### config.mk
export PLATFORM = sky130hd
export DESIGN_NAME = alu_muldiv_control
export DESIGN_NICKNAME = d
export VERILOG_FILES = /design/src/rtl/alu_muldiv_control.sv
export SDC_FILE = /design/constraint.sdc
export NUM_CORES = 1
export LEC_CHECK = 0
export ABC_AREA = 1
export ABC_CLOCK_PERIOD_IN_PS = 2700
export CAP_MARGIN = 20
export CORE_MARGIN = 2
export CORE_UTILIZATION = 53
export CTS_BUF_LIST = sky130_fd_sc_hd__clkbuf_8
export DETAILED_ROUTE_END_ITERATION = 8
export GPL_TIMING_DRIVEN = 0
export PLACE_DENSITY = 0.79
export SYNTH_ARGS = -nofsm -noshare
export SYNTH_HDL_FRONTEND = slang
export SYNTH_SLANG_ARGS = --single-unit
### constraint.sdc
create_clock -name clock -period 2.7 [get_ports clock]
set_input_delay 0.675 -clock clock [delete_from_list [all_inputs] [get_ports clock]]
set_output_delay 0.675 -clock clock [all_outputs]
set_load 0.01 [all_outputs]
### src/rtl/alu_muldiv_control.sv
// ALU control decode plus iterative multiply/divide sequencer with HI/LO registers.
// Build option: define MULDIV_DIV_EN to include the divider (DIV/DIVU); otherwise divides only pulse done.
module alu_muldiv_control #(
   parameter int WIDTH   = 32,
   parameter int FUNCT_W = 6
) (
   input  logic               clock,
   input  logic               reset,
   input  logic [1:0]         op,
   input  logic [FUNCT_W-1:0] funct,
   input  logic               start,
   input  logic [WIDTH-1:0]   a,
   input  logic [WIDTH-1:0]   b,
   output logic [3:0]         control,
   output logic               stall,
   output logic               busy,
   output logic               done,
   output logic [WIDTH-1:0]   hi,
   output logic [WIDTH-1:0]   lo
);

   localparam int CW = $clog2(WIDTH);
   localparam logic [CW-1:0] CNT_LAST = CW'(WIDTH - 1);

   localparam logic [FUNCT_W-1:0] F_SLL  = 6'b000000;
   localparam logic [FUNCT_W-1:0] F_SRL  = 6'b000010;
   localparam logic [FUNCT_W-1:0] F_JR   = 6'b001000;
   localparam logic [FUNCT_W-1:0] F_MFHI = 6'b010000;
   localparam logic [FUNCT_W-1:0] F_MFLO = 6'b010010;
   localparam logic [FUNCT_W-1:0] F_MULT = 6'b011000;
   localparam logic [FUNCT_W-1:0] F_ADD  = 6'b100000;
   localparam logic [FUNCT_W-1:0] F_ADDU = 6'b100001;
   localparam logic [FUNCT_W-1:0] F_SUB  = 6'b100010;
   localparam logic [FUNCT_W-1:0] F_SUBU = 6'b100011;
   localparam logic [FUNCT_W-1:0] F_AND  = 6'b100100;
   localparam logic [FUNCT_W-1:0] F_OR   = 6'b100101;
   localparam logic [FUNCT_W-1:0] F_NOR  = 6'b100111;
   localparam logic [FUNCT_W-1:0] F_SLT  = 6'b101010;
   localparam logic [FUNCT_W-1:0] F_SLTU = 6'b101011;

`ifdef MULDIV_DIV_EN
   typedef enum logic [1:0] {S_IDLE = 2'd0, S_MUL = 2'd1, S_DIV = 2'd2, S_DONE = 2'd3} state_t;
`else
   typedef enum logic [1:0] {S_IDLE = 2'd0, S_MUL = 2'd1, S_DONE = 2'd3} state_t;
`endif

   state_t           r_state;
   logic             r_busy;
   logic             r_done;
   logic [WIDTH-1:0] r_hi;
   logic [WIDTH-1:0] r_lo;
   logic [WIDTH-1:0] r_acc;
   logic [WIDTH-1:0] r_mq;
   logic [WIDTH-1:0] r_opb;
   logic [CW-1:0]    r_cnt;
   logic             r_sign_p;

   logic               w_is_md;
   logic               w_start_md;
   logic               w_is_div;
   logic               w_signed;
   logic [WIDTH-1:0]   w_a_mag;
   logic [WIDTH-1:0]   w_b_mag;
   logic [WIDTH:0]     w_mul_sum;
   logic [WIDTH-1:0]   w_mul_acc_n;
   logic [WIDTH-1:0]   w_mul_mq_n;
   logic [2*WIDTH-1:0] w_prod;
   logic [2*WIDTH-1:0] w_prod_fix;

   assign w_is_md    = (op == 2'b10) && (funct[FUNCT_W-1:2] == F_MULT[FUNCT_W-1:2]);
   assign w_start_md = start & w_is_md;
   assign w_is_div   = funct[1];
   assign w_signed   = ~funct[0];
   assign w_a_mag    = (w_signed & a[WIDTH-1]) ? -a : a;
   assign w_b_mag    = (w_signed & b[WIDTH-1]) ? -b : b;

   // Shift-add step: accumulator gets the multiplicand when the low multiplier bit is set
   assign w_mul_sum   = {1'b0, r_acc} + (r_mq[0] ? {1'b0, r_opb} : {(WIDTH+1){1'b0}});
   assign w_mul_acc_n = w_mul_sum[WIDTH:1];
   assign w_mul_mq_n  = {w_mul_sum[0], r_mq[WIDTH-1:1]};
   assign w_prod      = {w_mul_acc_n, w_mul_mq_n};
   assign w_prod_fix  = r_sign_p ? -w_prod : w_prod;

`ifdef MULDIV_DIV_EN
   logic             r_sign_r;
   logic [WIDTH:0]   w_div_sh;
   logic [WIDTH:0]   w_div_diff;
   logic             w_div_ge;
   logic [WIDTH-1:0] w_div_rem_n;
   logic [WIDTH-1:0] w_div_q_n;

   // Restoring step: the top bit of the difference is set exactly when the trial subtract underflows
   assign w_div_sh    = {r_acc, r_mq[WIDTH-1]};
   assign w_div_diff  = w_div_sh - {1'b0, r_opb};
   assign w_div_ge    = ~w_div_diff[WIDTH];
   assign w_div_rem_n = w_div_ge ? w_div_diff[WIDTH-1:0] : w_div_sh[WIDTH-1:0];
   assign w_div_q_n   = {r_mq[WIDTH-2:0], w_div_ge};
`endif

   // ALU operation decode
   always_comb begin
      control = 4'b0000;
      case (op)
         2'b00: control = 4'b0010;
         2'b01: control = 4'b0110;
         2'b10: begin
            case (funct)
               F_ADD, F_ADDU:         control = 4'b0010;
               F_SUB, F_SUBU:         control = 4'b0110;
               F_AND:                 control = 4'b0000;
               F_OR:                  control = 4'b0001;
               F_NOR:                 control = 4'b1100;
               F_SLT, F_SLTU:         control = 4'b0111;
               F_SLL:                 control = 4'b1001;
               F_SRL:                 control = 4'b1010;
               F_JR, F_MFHI, F_MFLO:  control = 4'b0011;
               default:               control = 4'b0000;
            endcase
         end
         default: control = 4'b0000;
      endcase
   end

   // In the done cycle only a new muldiv must wait; MFHI/MFLO already see the fresh HI/LO
   always_comb begin
      stall = r_busy;
      if (start && (r_state == S_DONE) && w_is_md) begin
         stall = 1'b1;
      end else begin
         stall = r_busy;
      end
   end

   // Sequencer: results and done are written on the final iteration edge, so done, HI and LO
   // become visible together in the DONE cycle
   always_ff @(posedge clock) begin
      if (reset) begin
         r_state  <= S_IDLE;
         r_busy   <= 1'b0;
         r_done   <= 1'b0;
         r_hi     <= '0;
         r_lo     <= '0;
         r_acc    <= '0;
         r_mq     <= '0;
         r_opb    <= '0;
         r_cnt    <= '0;
         r_sign_p <= 1'b0;
`ifdef MULDIV_DIV_EN
         r_sign_r <= 1'b0;
`endif
      end else begin
         case (r_state)
            S_IDLE: begin
               r_done <= 1'b0;
               if (w_start_md) begin
                  r_acc    <= '0;
                  r_mq     <= w_a_mag;
                  r_opb    <= w_b_mag;
                  r_cnt    <= '0;
                  r_sign_p <= w_signed & (a[WIDTH-1] ^ b[WIDTH-1]);
                  if (w_is_div) begin
`ifdef MULDIV_DIV_EN
                     r_sign_r <= w_signed & a[WIDTH-1];
                     if (b == '0) begin
                        r_lo    <= '1;
                        r_hi    <= a;
                        r_done  <= 1'b1;
                        r_state <= S_DONE;
                     end else begin
                        r_busy  <= 1'b1;
                        r_state <= S_DIV;
                     end
`else
                     r_done  <= 1'b1;
                     r_state <= S_DONE;
`endif
                  end else begin
                     r_busy  <= 1'b1;
                     r_state <= S_MUL;
                  end
               end
            end
            S_MUL: begin
               r_acc <= w_mul_acc_n;
               r_mq  <= w_mul_mq_n;
               r_cnt <= r_cnt + CW'(1);
               if (r_cnt == CNT_LAST) begin
                  r_hi    <= w_prod_fix[2*WIDTH-1:WIDTH];
                  r_lo    <= w_prod_fix[WIDTH-1:0];
                  r_busy  <= 1'b0;
                  r_done  <= 1'b1;
                  r_state <= S_DONE;
               end
            end
`ifdef MULDIV_DIV_EN
            S_DIV: begin
               r_acc <= w_div_rem_n;
               r_mq  <= w_div_q_n;
               r_cnt <= r_cnt + CW'(1);
               if (r_cnt == CNT_LAST) begin
                  r_lo    <= r_sign_p ? -w_div_q_n : w_div_q_n;
                  r_hi    <= r_sign_r ? -w_div_rem_n : w_div_rem_n;
                  r_busy  <= 1'b0;
                  r_done  <= 1'b1;
                  r_state <= S_DONE;
               end
            end
`endif
            S_DONE: begin
               r_done  <= 1'b0;
               r_state <= S_IDLE;
            end
            default: begin
               r_busy  <= 1'b0;
               r_done  <= 1'b0;
               r_state <= S_IDLE;
            end
         endcase
      end
   end

   assign busy = r_busy;
   assign done = r_done;
   assign hi   = r_hi;
   assign lo   = r_lo;

endmodule

==> impl_metrics.json <==
{
  "clk_latency_ns": 0.50,
  "crit_required_ns": 3.11,
  "ys_seq_area_share_pct": 27.0,
  "ys_ff_latch": 170,
  "syn-instance-count": 2111,
  "p_seq_share_pct": 50.4,
  "grt_pass1_vias": 13800,
  "slew_violations": 0,
  "cp-end-kind": "register",
  "syn_to_final_growth_pct": 32.6,
  "syn_area_sq_um": 12600,
  "switching_share_pct": 30.3,
  "gr-total-overflow": 0,
  "ant_nets": 0,
  "rows": 56,
  "dr_total_vias": 15200,
  "p_leak_nw": 8.01,
  "clockBufferDepth": 2,
  "async_flop_share_pct": 0,
  "fin_area_sq_um": 16700,
  "port_buffers": 144,
  "syn-num-nets": 2224,
  "tns_ns": -3.37,
  "yosys_warnings": 0,
  "min-delay-start": "done",
  "place_area_sq_um": 14500,
  "drive_gt1_share_pct": 19.0,
  "cp_slowest_stage_delay_ns": 0.39,
  "grt_pass1_wl_um": 72800,
  "rsz0062_at_grt": "yes",
  "violations": "setup timing",
  "die_x_um": 158,
  "critPathLaunch": "r_mq[0]",
  "cpMostUsedCell": "nand2_1",
  "place_congestion": 0.987,
  "place_ws_ns": -0.800,
  "crit_fanout": 10,
  "ys_top_cells_by_count": "nand2_1, inv_1, nor2_1",
  "hold_viol_final": 0,
  "placed_cells": 2574,
  "total_power_mw": 5.00,
  "wire_per_inst_um": 18.6,
  "synth.most_common_cell": "nand2_1",
  "crit_family": "simple AND/OR/NAND/NOR gates",
  "avgViaCountPerCell": 5.73,
  "antenna_cells": 0,
  "p_per_area_nw_per_um2": 299,
  "slowest_stage": "dfxtp_4",
  "synth_area_leaders": "dfxtp_1, nand2_1, inv_1",
  "dp_hpwl_um": 37100,
  "cp_cell_sequence": "clkbuf_8 > nand2_1 > inv_1 > ha_4 > nand2_2 > inv_2 > nand2_1 > nand2_1 > nand2_1 > nand3_2 > nand2_1 > nand2_2 > nand2_4 > nor2_4 > nand3_4 > nand2_4 > o21ai_2 > xor2_1 > nand2_1 > nand2_1 > inv_1",
  "post-route-util_pct": 71.5,
  "cp-start-kind": "register",
  "core_sq_um": 23400,
  "hold_class": "reg2reg",
  "maxSlewHeadroom_pct": 34.6,
  "setup_ws_ns": -0.281,
  "setup_violations": 24,
  "start_util_pct": 54.0,
  "hold-worst-slack_ns": 0.482,
  "cp.arrival_ns": 3.39,
  "path_class": "reg2reg",
  "clkPwrFrac_pct": 38.2,
  "antenna_found_initial": 0,
  "cts_made_buffers": 17,
  "firstDrtPassIters": 7,
  "avgSynthCellArea_sq_um": 5.98,
  "crit_buf_inv": 4,
  "cts-htree-levels": 4,
  "skew_ns": 0.0179,
  "synth_flop_cell": "dfxtp_1",
  "synth_edf_count": 0,
  "clockRootBuffer": "clkbuf_8",
  "tightest_slew_ns": 0.980,
  "finalNetCount": 2433,
  "drc": 0,
  "synthDistinctLibCells": 49,
  "yosys.area.top_type_share_pct": 27.0,
  "wirelength_um": 49200,
  "period_share_pct": 110,
  "yosys.area.top_type": "dfxtp_1",
  "cts_tree": "done",
  "peakVddDrop_mv": 0.273,
  "grt_start_max_net_pins": 19,
  "fmax_mhz": 335,
  "die-area_sq_um": 25100,
  "combPwrFrac_pct": 11.5,
  "period_needed_ns": 2.98,
  "drtIter0Drc": 1733,
  "p_int_mw": 3.48,
  "path_clk_slew_ns": 0.11,
  "status": "finished, violations left",
  "fp.dieH_um": 158,
  "stdcell_count": 2652,
  "cts_sinks": 170,
  "switchingPower_mw": 1.51,
  "drv_cap": 0,
  "r2r_start": "r_mq[0]",
  "track_usage_pct": 38.0,
  "ios": 146
}
## tightest hold or removal path, cell delays in order (launching register included)
cell     delay, ns
dfxtp_1       0.32
nand2_1       0.06
a21oi_1       0.06
## layer usage
layer | GRT usage (%) | share of wire, % | wire length [um]
met5 | 0 | 0 | 0
met4 | 18.6 | 5.8 | 2840
met3 | 5.85 | 9.2 | 4540
met2 | 60.7 | 44 | 21600
met1 | 50.2 | 41 | 20300
## timing repair
| action | 4_1_cts | 5_1_grt |
|---|---|---|
| gates resized for setup | 280 | 148 |
| hold buffers | 0 | 0 |
| pin swaps | 82 | 55 |
| setup endpoints to repair | 59 | 140 |
| setup buffers | 34 | 16 |
## cell type report
class	count	area [sq um]
Clock buffer	19	262
Inverter	321	1200
Sequential cell	170	3410
Tap cell	319	399
Timing Repair Buffer	191	1800
Multi-Input combinational cell	1547	9190
Buffer	72	335
Clock inverter	13	139
Fill cell	2075	6670
## registers in the layout (all words and copies together), names as in the netlist
signal,cells
busy,1
r_sign_p,1
r_acc,32
done,1
r_opb,32
lo,32
r_cnt,5
r_state,2
r_mq,32
hi,32
## power by group through the flow
stage / Combinational, mW / Sequential (mW) / Clock (mW)
6_report: 0.572 / 2.52 / 1.91
5_1_grt: 0.611 / 2.52 / 1.99
4_1_cts: 0.521 / 2.52 / 1.89
3_5_place_dp: 0.497 / 2.57 / 0
3_3_place_gp: 0.489 / 2.57 / 0
2_1_floorplan: 0.257 / 2.57 / 0
## path summary, 6_finish.rpt
path	slack (ns)	cells past startpoint	end
worst max-delay path	-0.28	21	hi[16]
worst min-delay path	0.48	2	done
worst min register to register	0.48	2	done
worst max register to register	-0.28	21	hi[16]
## logic make-up (layout without fill, tap and decap cells)
family | Yosys count | count (layout) | share of synthesized area, %
simple gates | 1075 | 1075 | 36.4
buf+inv | 394 | 616 | 11.9
xor+xnor | 55 | 55 | 3.81
flops | 170 | 170 | 27.0
fa+ha+maj | 38 | 38 | 3.82
compound gates | 379 | 379 | 17.1
## layout by cell type (no fill, tap or decap), types with 9 or more instances in the layout
| cell type | n |
|---|---|
| buf_4 | 44 |
| nand2_4 | 44 |
| nand2_2 | 86 |
| dfxtp_1 | 169 |
| clkdlybuf4s50_1 | 132 |
| buf_2 | 14 |
| inv_1 | 280 |
| o21a_1 | 13 |
| nand2_1 | 524 |
| xor2_1 | 40 |
| o221ai_1 | 14 |
| xnor2_1 | 11 |
| o21ai_1 | 15 |
| nor2_4 | 31 |
| ha_1 | 9 |
| clkbuf_8 | 20 |
| nand3b_1 | 14 |
| a31oi_1 | 30 |
| nand3_4 | 10 |
| o21ai_0 | 108 |
| o22ai_1 | 15 |
| nand3_1 | 79 |
| nor2_1 | 165 |
| inv_2 | 36 |
| a21oi_1 | 129 |
| o211ai_1 | 13 |
| nand3_2 | 28 |
| nor2_2 | 21 |
| nand4_1 | 25 |
| clkbuf_2 | 11 |
| nor3_1 | 17 |
| nor3_2 | 9 |
| ha_4 | 26 |
| clkbuf_1 | 41 |
Power figures use the tool's default switching activity.
